## config.mk

```make
export PLATFORM = sky130hd
export DESIGN_NAME = seg7_scan_decoder
export DESIGN_NICKNAME = d
export VERILOG_FILES = /design/src/rtl/seg7_scan_decoder.sv
export SDC_FILE = /design/constraint.sdc
export NUM_CORES = 1
export LEC_CHECK = 0
export CAP_MARGIN = 20
export CORE_AREA = 3 3 127 129
export DETAILED_ROUTE_END_ITERATION = 16
export DIE_AREA = 0 0 130 132
export PLACE_DENSITY = 0.81
export SLEW_MARGIN = 20
export SYNTH_ARGS = -nofsm -noshare
export SYNTH_HDL_FRONTEND = slang
export SYNTH_SLANG_ARGS = --single-unit
```

## constraint.sdc

```tcl
create_clock -name clk -period 4.8 [get_ports clk]
set_input_delay 0.96 -clock clk [delete_from_list [all_inputs] [get_ports clk]]
set_output_delay 0.96 -clock clk [all_outputs]
set_load 0.05 [all_outputs]
```

## src/rtl/seg7_scan_decoder.sv

```systemverilog
// rtl/seg7_scan_decoder.sv - rebuilds the 32-bit word shown on a scanned 8-digit 7-segment display
//
// Samples the multiplexed anode/segment pins, waits for each digit activation
// to settle, decodes the segment pattern back to a nibble and publishes a word
// once all eight digits have been captured.
//
// Ports
//   clk          system clock
//   rst          synchronous, active-high reset
//   anodes       digit select, active-low, bit i = digit i
//   cnodes       segments, active-low, [0]=a..[6]=g, [7]=dp
//   word         last complete frame, digit i -> word[4i+3:4i]
//   word_valid   one-cycle pulse when word updates
//   word_changed one-cycle pulse with word_valid when the new word differs
//   dp_mask      decimal points of the frame in word (1 = lit)
//   seg_err      frame in word held at least one undecodable pattern
//   stale        no digit captured for TIMEOUT_CYCLES cycles
//   frame_count  completed frames since reset, wrapping
module seg7_scan_decoder #(
  parameter int STABLE_CYCLES  = 4,
  parameter int TIMEOUT_CYCLES = 1048576,
  parameter int FRAME_CNT_W    = 16
) (
  input  logic                   clk,
  input  logic                   rst,
  input  logic [7:0]             anodes,
  input  logic [7:0]             cnodes,
  output logic [31:0]            word,
  output logic                   word_valid,
  output logic                   word_changed,
  output logic [7:0]             dp_mask,
  output logic                   seg_err,
  output logic                   stale,
  output logic [FRAME_CNT_W-1:0] frame_count
);

  localparam int SC_W = $clog2(STABLE_CYCLES + 1);
  localparam int TO_W = $clog2(TIMEOUT_CYCLES + 1);

  typedef enum logic [1:0] {ST_WAIT, ST_SETTLE, ST_HOLD} state_t;

  state_t            state;
  logic [SC_W-1:0]   stab_cnt;
  logic [TO_W-1:0]   tmo_cnt;
  logic [7:0]        s_an, s_cn;
  logic [7:0]        p_an, p_cn;
  logic [7:0]        seen;
  logic              frame_err;
  logic [31:0]       shadow_word;
  logic [7:0]        shadow_dp;

  logic [7:0]        sel_n;
  logic              legal;
  logic [2:0]        dig_idx;
  logic              same_sample;
  logic              an_changed;
  logic              capture;
  logic [3:0]        dec_nib;
  logic              dec_bad;
  logic [31:0]       cap_word;
  logic [7:0]        cap_dp;
  logic [7:0]        cap_seen;

  // Returns {bad, nibble}; unknown patterns decode to nibble 0 with bad set.
  function automatic logic [4:0] seg_decode(input logic [6:0] p);
    case (p)
      7'h3F: seg_decode = 5'h00;
      7'h06: seg_decode = 5'h01;
      7'h5B: seg_decode = 5'h02;
      7'h4F: seg_decode = 5'h03;
      7'h66: seg_decode = 5'h04;
      7'h6D: seg_decode = 5'h05;
      7'h7D: seg_decode = 5'h06;
      7'h07: seg_decode = 5'h07;
      7'h7F: seg_decode = 5'h08;
      7'h6F: seg_decode = 5'h09;
      7'h77: seg_decode = 5'h0A;
      7'h7C: seg_decode = 5'h0B;
      7'h39: seg_decode = 5'h0C;
      7'h5E: seg_decode = 5'h0D;
      7'h79: seg_decode = 5'h0E;
      7'h71: seg_decode = 5'h0F;
      default: seg_decode = 5'h10;
    endcase
  endfunction

  // A legal select has exactly one low bit: sel_n is a nonzero power of two.
  assign sel_n       = ~s_an;
  assign legal       = (sel_n != 8'd0) && ((sel_n & (sel_n - 8'd1)) == 8'd0);
  assign same_sample = (s_an == p_an) && (s_cn == p_cn);
  assign an_changed  = (s_an != p_an);
  assign {dec_bad, dec_nib} = seg_decode(~s_cn[6:0]);

  always_comb begin
    dig_idx = 3'd0;
    for (int i = 0; i < 8; i++) begin
      if (sel_n[i]) dig_idx = 3'(i);
    end
  end

  // Capture when the STABLE_CYCLES-th identical sample arrives; with a
  // threshold of one the very first legal sample already qualifies.
  always_comb begin
    capture = 1'b0;
    case (state)
      ST_WAIT:   capture = legal && (STABLE_CYCLES == 1);
      ST_SETTLE: capture = same_sample && (stab_cnt == SC_W'(STABLE_CYCLES - 1));
      ST_HOLD:   capture = an_changed && legal && (STABLE_CYCLES == 1);
      default:   capture = 1'b0;
    endcase
  end

  // Shadow contents as they will be after this capture; used both to update
  // the shadow and to publish a frame completed by this very digit.
  always_comb begin
    cap_word                     = shadow_word;
    cap_word[{dig_idx, 2'b00} +: 4] = dec_nib;
    cap_dp                       = shadow_dp;
    cap_dp[dig_idx]              = ~s_cn[7];
    cap_seen                     = seen | (8'd1 << dig_idx);
  end

  always_ff @(posedge clk) begin
    if (rst) begin
      state        <= ST_WAIT;
      stab_cnt     <= '0;
      tmo_cnt      <= '0;
      s_an         <= 8'hFF;
      s_cn         <= 8'hFF;
      p_an         <= 8'hFF;
      p_cn         <= 8'hFF;
      seen         <= 8'd0;
      frame_err    <= 1'b0;
      shadow_word  <= 32'd0;
      shadow_dp    <= 8'd0;
      word         <= 32'd0;
      word_valid   <= 1'b0;
      word_changed <= 1'b0;
      dp_mask      <= 8'd0;
      seg_err      <= 1'b0;
      stale        <= 1'b0;
      frame_count  <= '0;
    end else begin
      s_an         <= anodes;
      s_cn         <= cnodes;
      p_an         <= s_an;
      p_cn         <= s_cn;
      word_valid   <= 1'b0;
      word_changed <= 1'b0;

      case (state)
        ST_WAIT: begin
          if (legal) begin
            state    <= capture ? ST_HOLD : ST_SETTLE;
            stab_cnt <= SC_W'(1);
          end
        end
        ST_SETTLE: begin
          if (!same_sample) begin
            if (legal) stab_cnt <= SC_W'(1);
            else       state    <= ST_WAIT;
          end else if (capture) begin
            state <= ST_HOLD;
          end else begin
            stab_cnt <= stab_cnt + SC_W'(1);
          end
        end
        ST_HOLD: begin
          // Segment changes under an unchanged select are ignored here so a
          // single activation is captured only once.
          if (an_changed) begin
            if (legal) begin
              state    <= capture ? ST_HOLD : ST_SETTLE;
              stab_cnt <= SC_W'(1);
            end else begin
              state <= ST_WAIT;
            end
          end
        end
        default: state <= ST_WAIT;
      endcase

      if (capture) begin
        shadow_word <= cap_word;
        shadow_dp   <= cap_dp;
        tmo_cnt     <= '0;
        stale       <= 1'b0;
        if (cap_seen == 8'hFF) begin
          word         <= cap_word;
          dp_mask      <= cap_dp;
          seg_err      <= frame_err | dec_bad;
          word_valid   <= 1'b1;
          word_changed <= (cap_word != word);
          frame_count  <= frame_count + FRAME_CNT_W'(1);
          seen         <= 8'd0;
          frame_err    <= 1'b0;
        end else begin
          seen      <= cap_seen;
          frame_err <= frame_err | dec_bad;
        end
      end else if (tmo_cnt != TO_W'(TIMEOUT_CYCLES)) begin
        tmo_cnt <= tmo_cnt + TO_W'(1);
        if (tmo_cnt == TO_W'(TIMEOUT_CYCLES - 1)) begin
          // Scanning stopped: drop the partial frame, keep the published word.
          stale     <= 1'b1;
          seen      <= 8'd0;
          frame_err <= 1'b0;
        end
      end
    end
  end

endmodule

```

### Yosys cells after proc, flatten, opt, wreduce, memory -nomap -nowiden

Cells that the tools add are included.

| operators by class | value |
|---|---|
| reductions and logical operators | 18 |
| mux-type cells | 35 |
| order comparisons | 2 |
| div/mod/pow operators | 0 |
| eq/ne operators | 31 |
| multipliers | 0 |
| bitwise logic cells | 8 |
| add/subtract/negate cells | 5 |
| shift operators | 3 |

Operators with widths:

| cell | number |
|---|---|
| $eq 7x7->1 const B | 12 |
| $pmux 5 s16 | 1 |
| $bwmux 32 | 1 |
| $mux 8 | 4 |
| $ne 32x32->1 | 1 |
| $shift 4x7->32 const A | 1 |
| $shiftx 4x7->32 | 1 |
| $mux 3 | 10 |
| $add 21x1->21 const B | 1 |
| $eq 21x20->1 const B | 1 |
| $ne 21x21->1 const B | 1 |
| $add 16x1->16 const B | 1 |
| $eq 8x8->1 | 2 |
| $eq 7x3->1 const B | 2 |
| $eq 7x6->1 const B | 2 |
| $mux 2 | 7 |
| $ne 3x3->1 const B | 3 |
| $pmux 3 s3 | 1 |
| $and 8x8->8 | 1 |
| $bwmux 8 | 1 |
| $eq 8x8->1 const B | 1 |
| $logic_not 8->1 | 1 |
| $mux 1 | 8 |
| $ne 8x8->1 | 1 |
| 27 further kinds | 37 |

| word-level totals | value |
|---|---|
| input port bits | 18 |
| bits in writable memories | 0 |
| register bits | 167 |
| memories kept | 0 |
| logic and storage cells | 120 |
| latch bits | 0 |
| bits in read-only memories | 0 |

### Longest topological paths before layout

| logic depth | value |
|---|---|
| depth after elaboration | 13 |
| depth in mapped cells | 16 |
| mapped depth without buffers | 14 |

### Worst setup path before layout

No wires, ideal clock.

| path | value |
|---|---|
| kind | register -> register |
| start point | register s_an[5] |
| end point | register word_changed |
| cell stages (with the launch flop) | 16 |
| path buffers | 1 |
| arrival | 3.534 ns |
| period minus slack after synthesis | 3.648 ns |
| path slack | 1.152 ns |
| path through | dfxtp_1 -> buf_6 -> nor2b_1 -> a311o_1 -> nand2_1 -> inv_1 -> ha_1 -> ha_1 -> nor3b_1 -> o211ai_1 -> nor2_1 -> o22ai_1 -> a311o_1 -> a2111oi_0 -> nand4_1 -> o21a_1 |

| between the ends | value |
|---|---|
| cells in the longest elaborated chain, start to end | 9 |

Ends and longest elaborated chain:

| element | line | RTL |
|---|---|---|
| from (decl) | 45 | `logic [7:0] s_an, s_cn;` |
| from (signal assigned) | 144 | `s_an <= anodes;` |
| parallel branches: the longest is 9 deep, another holds $neg 5->7 | n/a |  |
| to (signal assigned) | 193 | `word_changed <= (cap_word != word);` |
| to (decl) | 30 | `output logic word_changed,` |

Several ways; the timed one is not identified.
A chain may end at the register's enable or synchronous reset.

### Worst setup path in the final report

Same ends and word-level chain as after synthesis.

==> flow_summary.json <==
{
  "place_hpwl_um": 17280,
  "cts_setup_buffers": 0,
  "layout_min_cycle_time_ps": 4357,
  "gr-total-overflow": 0,
  "cp_max_fo": 10,
  "drcViolationCount": 0,
  "slowest_delay_ps": 530,
  "skew_ps": 9.198,
  "min_path_type": "flop to flop",
  "area_growth_pct": 16.91,
  "via_per_inst": 6.172,
  "row_count": 45,
  "arrival_ps": 4690,
  "comb_power_share_pct": 8.8,
  "routed_wl_um": 24640,
  "avgSynthCellArea_um2": 7.962,
  "path_delay_family": "compound AO/OA/AOI/OAI gates",
  "drtIter0Drc": 838,
  "finalCritPeriodShare_pct": 90.77,
  "ant_nets": 0,
  "slowest_stage": "dfxtp_1",
  "fin_util_pct": 67.29,
  "grt.total_usage_pct": 29.05,
  "crit_path_cell_trace": "nor2b_1 > a311o_1 > nand2_1 > inv_1 > ha_1 > ha_1 > nor2b_1 > a21boi_1 > o211ai_1 > a32oi_1 > o311ai_0 > a2111oi_0 > nand4_1 > o21a_1",
  "dr.pass1.iters": 5,
  "diodes": 0,
  "hold_buffers": 0,
  "cts.clk_slew.worst_paths_ps": 70,
  "antenna_found_initial": 0,
  "synthFlopType": "dfxtp_1",
  "cp-end-kind": "flop",
  "synth_edf_count": 0,
  "drive_gt1_share_pct": 8.801,
  "clock_latency_ps": 440,
  "synth_seq_cells": 167,
  "r2r_slack_ps": 440,
  "via_count": 8314,
  "worstPathRequired_ps": 5130,
  "finalSetupViolations": 0,
  "power.internal_w": 0.002184,
  "synth_cell_types": 72,
  "maxSlewHeadroom_pct": 34.58,
  "async_flop_share_pct": 0,
  "nets": 1177,
  "fmax_ghz": 0.2295,
  "hold_violations": 0,
  "die_y_um": 132,
  "startpoint_type": "flop",
  "maxSlewViolCount": 0,
  "io_buffers": 77,
  "grt_max_degree": 57,
  "drv_cap": 0,
  "synth_warnings": 0,
  "routedWlPerCell_um": 18.30,
  "die_area_mm2": 0.01716,
  "swShare_pct": 26.76,
  "path_class": "flop to flop",
  "grt_pass1_wl_um": 40270,
  "netlist_instances": 1095,
  "start_util_pct": 57.56,
  "power.switching_w": 0.0007980,
  "gp_congestion": 0.9965,
  "clock_path_buffers": 2,
  "tightest_slew_ps": 974.7,
  "ctsResizeCount": 0,
  "cts_buffers": 17,
  "irDropWorstVdd_uv": 244.1,
  "seq_area_frac_synth_pct": 38.35,
  "status": "finished clean",
  "coreArea_mm2": 0.01515,
  "grt_pass1_vias": 7724,
  "critPathBufInv": 1,
  "clock_sinks": 167,
  "pwr-share-clk_pct": 43.2,
  "netlist_area_mm2": 0.008718,
  "syn_nets": 1125,
  "fin_setup_tns_ps": 0,
  "tritoncts": "yes",
  "root_buffer": "clkbuf_16",
  "rsz0062_at_grt": "false",
  "htreeDepth": 4,
  "ios": 78,
  "p_per_area_mw_per_mm2": 292.5,
  "dieWidth_um": 130,
  "seqPwrFrac_pct": 48.0,
  "leakage_nw": 3.517
}
sequential cells by signal (all words and copies together) (netlist names):
signal / cells
seg_err: 1
state: 2
seen: 8
frame_err: 1
word_valid: 1
dp_mask: 8
word: 32
tmo_cnt: 21
shadow_dp: 8
shadow_word: 32
word_changed: 1
stale: 1
stab_cnt: 3
s_cn: 8
frame_count: 16
s_an: 8
p_an: 8
p_cn: 8
stage by stage:
stage	setup slack, ps	total power [W]	hold slack (ps)	area (µm²)	instances
after floorplan	1152	0.001641	431.6	8718	1095
after global placement	728.5	0.001711	438.0	9643	1316
after detailed placement	552.6	0.001715	443.2	9643	1316
after CTS	537.5	0.002987	452.8	10190	1347
after global routing	66.07	0.003079	479.4	10190	1347
final	443.3	0.002982	452.7	10190	1347
placed cells by master (no fill, tap or decap), types with 12 or more instances in the layout:
master	count
clkbuf_16	17
a21oi_1	90
nor2b_1	14
a211oi_1	27
xor2_1	33
buf_4	22
xnor2_1	31
nand4_1	16
ha_1	12
dfxtp_1	167
nand3_1	42
a31oi_1	13
nand2_1	102
mux2i_1	25
clkdlybuf4s50_1	76
or2_2	33
nor3_1	37
o21ai_0	42
inv_1	31
nor2_1	141
final timing paths:
path                               from           end  cells past startpoint
worst max register to register  s_an[5]  word_changed                     14
worst min register to register  seen[2]       seen[2]                      2
worst max-delay path            s_an[5]  word_changed                     14
worst min-delay path            seen[2]       seen[2]                      2
kinds of logic (layout without fill, tap and decap cells):
| family | Yosys count | after routing | share of synthesized area, % |
|---|---|---|---|
| adder cells (fa/ha/maj) | 13 | 13 | 1.837 |
| multiplexers | 27 | 27 | 3.129 |
| AO/OA/AOI/OAI | 255 | 255 | 18.70 |
| buffers and inverters | 97 | 161 | 4.420 |
| AND/OR/NAND/NOR | 472 | 472 | 27.14 |
| XOR/XNOR | 64 | 64 | 6.429 |
| flip-flops | 167 | 167 | 38.35 |
worst register-to-register path, stage by stage, from the launching register on:
cell and delay [ps]:
dfxtp_1 530, nor2b_1 290, a311o_1 350, nand2_1 190
inv_1 150, ha_1 200, ha_1 340, nor2b_1 190
a21boi_1 520, o211ai_1 310, a32oi_1 290, o311ai_0 140
a2111oi_0 360, nand4_1 180, o21a_1 220
synthesized netlist by cell type (14+ instances only):
master / count / area [µm²]
dfxtp_1: 167 / 3343
nor2_1: 141 / 529.3
nand2_1: 102 / 382.9
a21oi_1: 90 / 450.4
clkbuf_1: 52 / 195.2
o21ai_0: 43 / 215.2
nand3_1: 42 / 210.2
nor3_1: 37 / 185.2
or2_2: 33 / 206.5
xor2_1: 33 / 289.0
inv_1: 31 / 116.4
xnor2_1: 31 / 271.5
a211oi_1: 27 / 202.7
mux2i_1: 25 / 250.2
nand4_1: 16 / 100.1
nor2b_1: 14 / 87.58
power groups by stage:
stage               sequential, W  clock, W  combinational [W]
floorplan                 0.00144         0           0.000197
global placement          0.00146         0           0.000252
detailed placement        0.00146         0           0.000254
CTS                       0.00143   0.00130           0.000256
global route              0.00143   0.00136           0.000287
finish                    0.00143   0.00129           0.000262
per-layer routing:
metal / routed length [µm] / GRT usage, % / vias up
met5: 0 / 0 / -
met2: 11060 / 44.04 / 373
met3: 2047 / 7.780 / 51
met1: 11000 / 40.71 / 3897
met4: 541 / 8.256 / 0
li1: - / - / 3993
layout make-up:
type | count | area, µm²
inverter | 31 | 116.4
multi-input combinational | 831 | 5002
clock buffer | 19 | 442.9
sequential | 167 | 3343
tap | 188 | 235.2
timing repair buffer | 99 | 945.9
clock inverter | 12 | 106.4
fill | 1285 | 4954
Power figures use the tool's default switching activity.
